**src/rtl/ifu_fetch_queue.sv**
```systemverilog
// Instruction-fetch front end: PC register, imem request channel and an in-order response queue.
// Define IFU_DELAY_SLOT_EN to keep the MIPS branch delay slot across redirects.
module ifu_fetch_queue #(
   parameter int          FIFO_DEPTH = 2,
   parameter logic [31:0] RESET_PC   = 32'h0000_3000
) (
   input  logic        clk,
   input  logic        reset_n,
   input  logic        redirect_valid,
   input  logic [31:0] redirect_pc,
   output logic        imem_req_valid,
   input  logic        imem_req_ready,
   output logic [31:0] imem_req_addr,
   input  logic        imem_rsp_valid,
   input  logic [31:0] imem_rsp_data,
   output logic        if_valid,
   input  logic        if_ready,
   output logic [31:0] if_pc,
   output logic [31:0] if_instr
);
   localparam int AW = $clog2(FIFO_DEPTH);
   localparam int PW = AW + 1;
   localparam int CW = AW + 2;
   localparam logic [PW-1:0] P_ONE   = PW'(1);
   localparam logic [CW-1:0] C_ONE   = CW'(1);
   localparam logic [CW-1:0] C_DEPTH = CW'(FIFO_DEPTH);

   logic [31:0]   pc;
   logic [31:0]   target;
   logic          run;
   logic [31:0]   q_pc    [FIFO_DEPTH];
   logic [31:0]   q_instr [FIFO_DEPTH];
   logic [PW-1:0] alloc_ptr, fill_ptr, rd_ptr;
   logic [PW-1:0] d_alloc, d_unfilled;
   logic [CW-1:0] n_alloc, n_unfilled, young;
   logic [CW-1:0] occ, occ_after, rsp_cnt;
   // drop_late counts squashed responses that arrive after a preserved, still-unfilled head
   logic [CW-1:0] drop_cnt, drop_late;
   logic          deq, accept, rsp_drop, rsp_fill, head_filled;
   logic          full_sq, preserve, squash_now;

   assign d_alloc     = alloc_ptr - rd_ptr;
   assign d_unfilled  = alloc_ptr - fill_ptr;
   assign n_alloc     = {1'b0, d_alloc};
   assign n_unfilled  = {1'b0, d_unfilled};
   assign young       = n_unfilled - C_ONE;
   assign head_filled = (fill_ptr != rd_ptr);
   assign deq         = if_valid && if_ready;
   assign occ         = n_alloc + drop_cnt + drop_late;
   assign occ_after   = occ - {{(CW-1){1'b0}}, deq};
   assign rsp_cnt     = {{(CW-1){1'b0}}, imem_rsp_valid};
   assign rsp_drop    = imem_rsp_valid && (drop_cnt != '0);
   assign rsp_fill    = imem_rsp_valid && (drop_cnt == '0);
   assign target      = redirect_pc & 32'hFFFF_FFFC;

`ifdef IFU_DELAY_SLOT_EN
   logic        pend_valid;
   logic [31:0] pend_pc;
   logic        pend_case;

   // The head is the delay slot unless decode takes it in the redirect cycle.
   assign full_sq   = redirect_valid && deq;
   assign preserve  = redirect_valid && !deq && (n_alloc != '0);
   assign pend_case = redirect_valid && !deq && (n_alloc == '0);
`else
   assign full_sq  = redirect_valid;
   assign preserve = 1'b0;
`endif
   assign squash_now = full_sq || preserve;

   assign imem_req_valid = run && (occ_after < C_DEPTH) && !squash_now;
   assign imem_req_addr  = pc;
   assign accept         = imem_req_valid && imem_req_ready;

   assign if_valid = head_filled;
   assign if_pc    = head_filled ? q_pc[rd_ptr[AW-1:0]]    : '0;
   assign if_instr = head_filled ? q_instr[rd_ptr[AW-1:0]] : '0;

   always_ff @(posedge clk or negedge reset_n) begin
      if (!reset_n) begin
         run       <= 1'b0;
         pc        <= RESET_PC;
         alloc_ptr <= '0;
         fill_ptr  <= '0;
         rd_ptr    <= '0;
         drop_cnt  <= '0;
         drop_late <= '0;
`ifdef IFU_DELAY_SLOT_EN
         pend_valid <= 1'b0;
`endif
      end else begin
         run <= 1'b1;
         if (full_sq) begin
            alloc_ptr <= rd_ptr;
            fill_ptr  <= rd_ptr;
            drop_cnt  <= drop_cnt + drop_late + n_unfilled - rsp_cnt;
            drop_late <= '0;
            pc        <= target;
`ifdef IFU_DELAY_SLOT_EN
            pend_valid <= 1'b0;
`endif
         end else if (preserve) begin
            alloc_ptr <= rd_ptr + P_ONE;
            pc        <= target;
            if (head_filled) begin
               fill_ptr  <= rd_ptr + P_ONE;
               drop_cnt  <= drop_cnt + drop_late + n_unfilled - rsp_cnt;
               drop_late <= '0;
            end else if (rsp_fill) begin
               fill_ptr  <= rd_ptr + P_ONE;
               drop_cnt  <= drop_late + young;
               drop_late <= '0;
            end else begin
               if (rsp_drop)
                  drop_cnt <= drop_cnt - C_ONE;
               drop_late <= drop_late + young;
            end
`ifdef IFU_DELAY_SLOT_EN
            pend_valid <= 1'b0;
`endif
         end else begin
            if (accept)
               alloc_ptr <= alloc_ptr + P_ONE;
            if (rsp_fill) begin
               fill_ptr  <= fill_ptr + P_ONE;
               drop_cnt  <= drop_late;
               drop_late <= '0;
            end else if (rsp_drop) begin
               drop_cnt <= drop_cnt - C_ONE;
            end
            if (deq)
               rd_ptr <= rd_ptr + P_ONE;
`ifdef IFU_DELAY_SLOT_EN
            if (pend_case) begin
               if (accept)
                  pc <= target;
               pend_valid <= !accept;
            end else if (accept) begin
               pc         <= pend_valid ? pend_pc : pc + 32'd4;
               pend_valid <= 1'b0;
            end
`else
            if (accept)
               pc <= pc + 32'd4;
`endif
         end
      end
   end

   always_ff @(posedge clk) begin
      if (accept)
         q_pc[alloc_ptr[AW-1:0]] <= pc;
      if (rsp_fill)
         q_instr[fill_ptr[AW-1:0]] <= imem_rsp_data;
`ifdef IFU_DELAY_SLOT_EN
      if (pend_case && !accept)
         pend_pc <= target;
`endif
   end

endmodule

```
**config.mk**
```make
export PLATFORM = sky130hd
export DESIGN_NAME = ifu_fetch_queue
export DESIGN_NICKNAME = d
export VERILOG_FILES = /design/src/rtl/ifu_fetch_queue.sv
export SDC_FILE = /design/constraint.sdc
export NUM_CORES = 1
export LEC_CHECK = 0
export ABC_AREA = 1
export BUFFER_PORTS_ARGS = -buffer_cell sky130_fd_sc_hd__buf_2
export CELL_PAD_IN_SITES_DETAIL_PLACEMENT = 1
export CELL_PAD_IN_SITES_GLOBAL_PLACEMENT = 1
export CORE_MARGIN = 3
export CORE_UTILIZATION = 45
export DETAILED_ROUTE_END_ITERATION = 10
export PLACE_DENSITY_LB_ADDON = 0.25
export SYNTH_ARGS = -nofsm -noshare
export SYNTH_HDL_FRONTEND = slang
export SYNTH_SLANG_ARGS = --single-unit
```
**constraint.sdc**
```tcl
create_clock -name clk -period 9.63 [get_ports clk]
set_input_delay 1.926 -clock clk [delete_from_list [all_inputs] [get_ports clk]]
set_output_delay 1.926 -clock clk [all_outputs]
set_load 0.01 [all_outputs]
```
## Yosys cells after proc, flatten, opt, wreduce, memory -nomap -nowiden

Memories as Yosys holds them, arrays and structs flattened.
Index checks and enable logic that the tools add are counted.

- Memories: 2
- RAM bits: 128
- Logic and storage cells: 55
- Input bits: 70
- Output and inout port bits: 98
- Register bits: 45

- Muxes and demuxes: 17
- Eq/ne operators: 1
- Bitwise operators: 1
- Reductions and logical operators: 13
- Add/subtract/negate cells: 13
- Order comparisons: 1

Memories:

| memory | words | width | read ports | clocked after memory_dff | wr ports | RTL line | RTL |
|---|---|---|---|---|---|---|---|
| q_instr | 2 | 32 | 1 | 0 | 1 | 32 | `logic [31:0] q_instr [FIFO_DEPTH];` |
| q_pc | 2 | 32 | 1 | 0 | 1 | 31 | `logic [31:0] q_pc [FIFO_DEPTH];` |

Operator list:

| operator | number |
|---|---|
| 2-to-1 mux 32 bit | 4 |
| adder 32 x 3 -> 32 bit (second input constant) | 1 |
| 2-to-1 mux 3 bit | 5 |
| 2-to-1 mux 2 bit | 4 |
| adder 2 x 1 -> 2 bit (second input constant) | 3 |
| adder 3 bit | 2 |
| logical AND 1 bit | 6 |
| nonzero test 3 bit | 2 |
| subtractor 3 x 1 -> 3 bit | 2 |
| 2-to-1 mux 1 bit | 4 |
| nonzero test 2 bit | 2 |
| subtractor 2 bit | 2 |
| adder 2 x 3 -> 3 bit | 1 |
| adder 3 x 2 -> 3 bit | 1 |
| zero test 3 bit | 1 |
| < comparator 3 x 2 -> 1 bit (second input constant) | 1 |
| subtractor 3 x 1 -> 3 bit (second input constant) | 1 |
| inequality test 2 bit | 1 |
| AND reduction 2 bit | 1 |
| zero test 1 bit | 1 |
| inverter 1 bit | 1 |

## Depth between registers and ports, before layout

- Word-level depth: 10
- Depth in mapped cells: 18
- Gate-level depth less buffers: 15

## Worst setup path after synthesis

OpenSTA, ideal clock, no wires.

- Kind: input port to output port
- Start: input port if_ready
- End: output port imem_req_valid
- Stages on the path: 8
- Path buffers: 0
- Required time: 7704 ps
- Data arrival time: 3462 ps
- Setup slack: 4242 ps
- Cell sequence: inv_1 > nor2_1 > ha_1 > or2_2 > fa_1 > and3_4 > nand3_4 > inv_1

- Word-level cells in the longest chain between the ends: 5

Ends and longest elaborated chain:

| what | RTL line | RTL |
|---|---|---|
| start, declared | 17 | `input logic if_ready,` |
| logical AND 1 bit | 48 | `assign deq = if_valid && if_ready;` |
| subtractor 3 x 1 -> 3 bit | 50 | `assign occ_after = occ - {{(CW-1){1'b0}}, deq};` |
| < comparator 3 x 2 -> 1 bit | 71 | `assign imem_req_valid = run && (occ_after < C_DEPTH) && !squash_now;` |
| logical AND 1 bit (2 in a row) | 71 |  |
| end, declared | 11 | `output logic imem_req_valid,` |

Every way passes these cells.

## Worst setup path after layout

Same ends and word-level chain as after synthesis.

==> run metrics <==
pin count of the biggest net entering global routing=65; routability cong.=0.804; DRT Wirelength=20,100 um; list of most frequent post-synthesis cells=nand2_1 (277), edfxtp_1 (124), nand3_1 (72); Yosys reg bits=164; Synth Flop Type=edfxtp_1; CTS resizes=0; final worst path period share=59.2%; crit path max fanout=2; CTS max path bufs=2; IO buf count=161; Final setup viols=0; DR iter-0 viols=318; antenna viol nets, final=0; vias per inst=5.17; crit path launch type=primary input; fin worst setup slack=3.93 ns; Yosys top cell area share=48.0%; TritonCTS Buffers=17; Synth area leaders=edfxtp_1 (48%), nand2_1 (13%), dfrtp_1 (12%); Pleak=0.00395 uW; DR pass1 iterations=4; fmax=175 MHz; row cnt=47; power per cell area=320 nW/um2; total number of vias=6,063; Async SR Flop Fraction=24.4%; Worst setup EP type=output pin; Final Hold Slack=0.575 ns; die footprint=18,900 um2; Die H=137 um; cell depth of the worst hold path=1; DRC Markers=0; I/O pin count=168; ant diodes=0; antenna violations before repair=0; Required @ worst endpoint=7.70 ns; fillers=1,960; vias in the first global route=6,351; clock-pin slew on the worst setup and hold paths=0.06 ns; layout overhead on the synthesized area=19.5%; R2R setup slack=5.50 ns; Fin Setup TNS=0 ns; die width=137 um; Max-slew headroom=34.8%; Worst Tran Pin Value=0.975 ns; syn avg cell area=9.86 um2; Synth Instances=787; Hold Crit Class=reg -> reg; Hold Crit Start=rd_ptr[0]; RSZ-0062 raised after global routing=no; Post-CTS Setup Bufs=0; outcome=finished clean; WL per Instance=17.1 um; clock skew=0.00923 ns; post-layout minimum cycle time=5.70 ns; Hold Buf Count CTS=0; root buffer cell=clkbuf_16; first-pass GRT wire length=31,900 um; GRT Total Usage=22.0%; worst skew pair latency=0.42 ns; Setup WS pre-CTS=3.92 ns; fin nets=1,022; most frequent cell after synthesis=nand2_1; Yosys cell types=42; reg2reg path depth=13; sequential fraction of the synthesis area=60.9%; Post-Syn Area=7760 um2; Synth area leader=edfxtp_1; clock sink count=164; CTS tree=yes; R2R Path End=q_pc[1][19]; Setup CP Type=in -> out; Worst Hold End=rd_ptr[0]; Starting Density=46.3%; Max Slew Vio Count=0; EDFF count, synth=124; Syn. warnings=0; max-cap violations=0; GRT overflow=0; Final Hold Vio Count=0; layout cells sized above 1=25.0%; core area=16,800 um2; hpwl dp=13,700 um; Worst EP arrival=3.77 ns; Max H-tree Level=4; Critical R2R Launch=rd_ptr[0]; maximum vdd ir drop=0.000238 V
==> cell usage in the layout (no fill, tap or decap), types with 3 or more instances in the layout <==
| cell | count |
|---|---|
| nand2_1 | 277 |
| buf_2 | 161 |
| edfxtp_1 | 124 |
| nand3_1 | 72 |
| a21oi_1 | 62 |
| inv_1 | 46 |
| dfrtp_1 | 37 |
| nor2_1 | 34 |
| clkbuf_16 | 17 |
| o21ai_0 | 11 |
| ha_1 | 10 |
| nand3_2 | 9 |
| nor2_4 | 7 |
| xnor2_1 | 7 |
| xor2_1 | 6 |
| buf_4 | 6 |
| nor2_2 | 5 |
| a21boi_0 | 5 |
| conb_1 | 5 |
| inv_2 | 4 |
| nand2_2 | 4 |
| inv_6 | 4 |
| and2_1 | 3 |
| clkinv_4 | 3 |
| clkinvlp_4 | 3 |
| clkinv_1 | 3 |
==> through the flow <==
stage / std cells / total power (uW) / cell area [um2] / utilization (%)
floorplan: 790 / 1880 / 7770 / -
global placement: 1141 / 2320 / 8720 / 52.0
detailed placement: 1141 / 2360 / 8720 / 52.0
CTS: 1173 / 3010 / 9280 / 55.3
global route: 1173 / 3190 / 9280 / 55.3
finish: 1173 / 2970 / 9280 / 55.3
==> per-layer routing <==
layer	GRT usage, %	up-vias	part of all wire (%)
li1	-	2916	-
met1	28.8	2947	44
met2	37.4	175	49
met3	3.69	25	5.8
met4	7.48	0	1.7
met5	0	-	0
==> sequential cells by signal, summed over array words and instances, names as in the netlist <==
name	count
q_pc	60
imem_req_addr	30
drop_cnt	3
q_instr	64
run	1
alloc_ptr	2
rd_ptr	2
fill_ptr	2
==> worst max path at each step <==
| stage | from | endpoint | slack, ns |
|---|---|---|---|
| finish | if_ready | imem_req_valid | 3.93 |
| global route | if_ready | imem_req_valid | 3.84 |
| CTS | if_ready | imem_req_valid | 3.91 |
| detailed placement | if_ready | imem_req_valid | 3.92 |
| global placement | if_ready | imem_req_valid | 3.93 |
| floorplan | if_ready | imem_req_valid | 4.24 |
==> critical path, stage by stage <==
cell and delay (ns):
buf_2 0.08, inv_1 0.05, nor2_1 0.16, ha_1 0.25, or2_2 0.30, fa_1 0.50, and3_4 0.22, nand3_4 0.10
inv_1 0.07, buf_2 0.12
==> logic make-up after synthesis <==
logic type	Yosys count	synth area share, %
compound gates	86	5.95
xor+xnor	13	1.47
fa+ha+maj	12	2.13
buf+inv	86	5.11
flops	164	60.9
other cells	2	0.0967
simple gates	424	24.4
==> power breakdown <==
group | leakage, uW | switching [uW] | internal, uW | total (uW)
sequential | 0.00161 | 152 | 929 | 1080
combinational | 0.00209 | 813 | 439 | 1250
clock | 0.000263 | 278 | 356 | 634
total | 0.00395 | 1240 | 1720 | 2970
==> area by class of cell <==
cell class	count	area, um2	area share, %
Sequential cell	164	4730	51.0
Multi-Input combinational cell	540	2680	28.9
Timing Repair Buffer	167	851	9.17
Clock buffer	17	425	4.59
Tap cell	220	275	2.97
Inverter	50	188	2.02
Clock inverter	15	130	1.40
(Power assumes the default switching activity.)
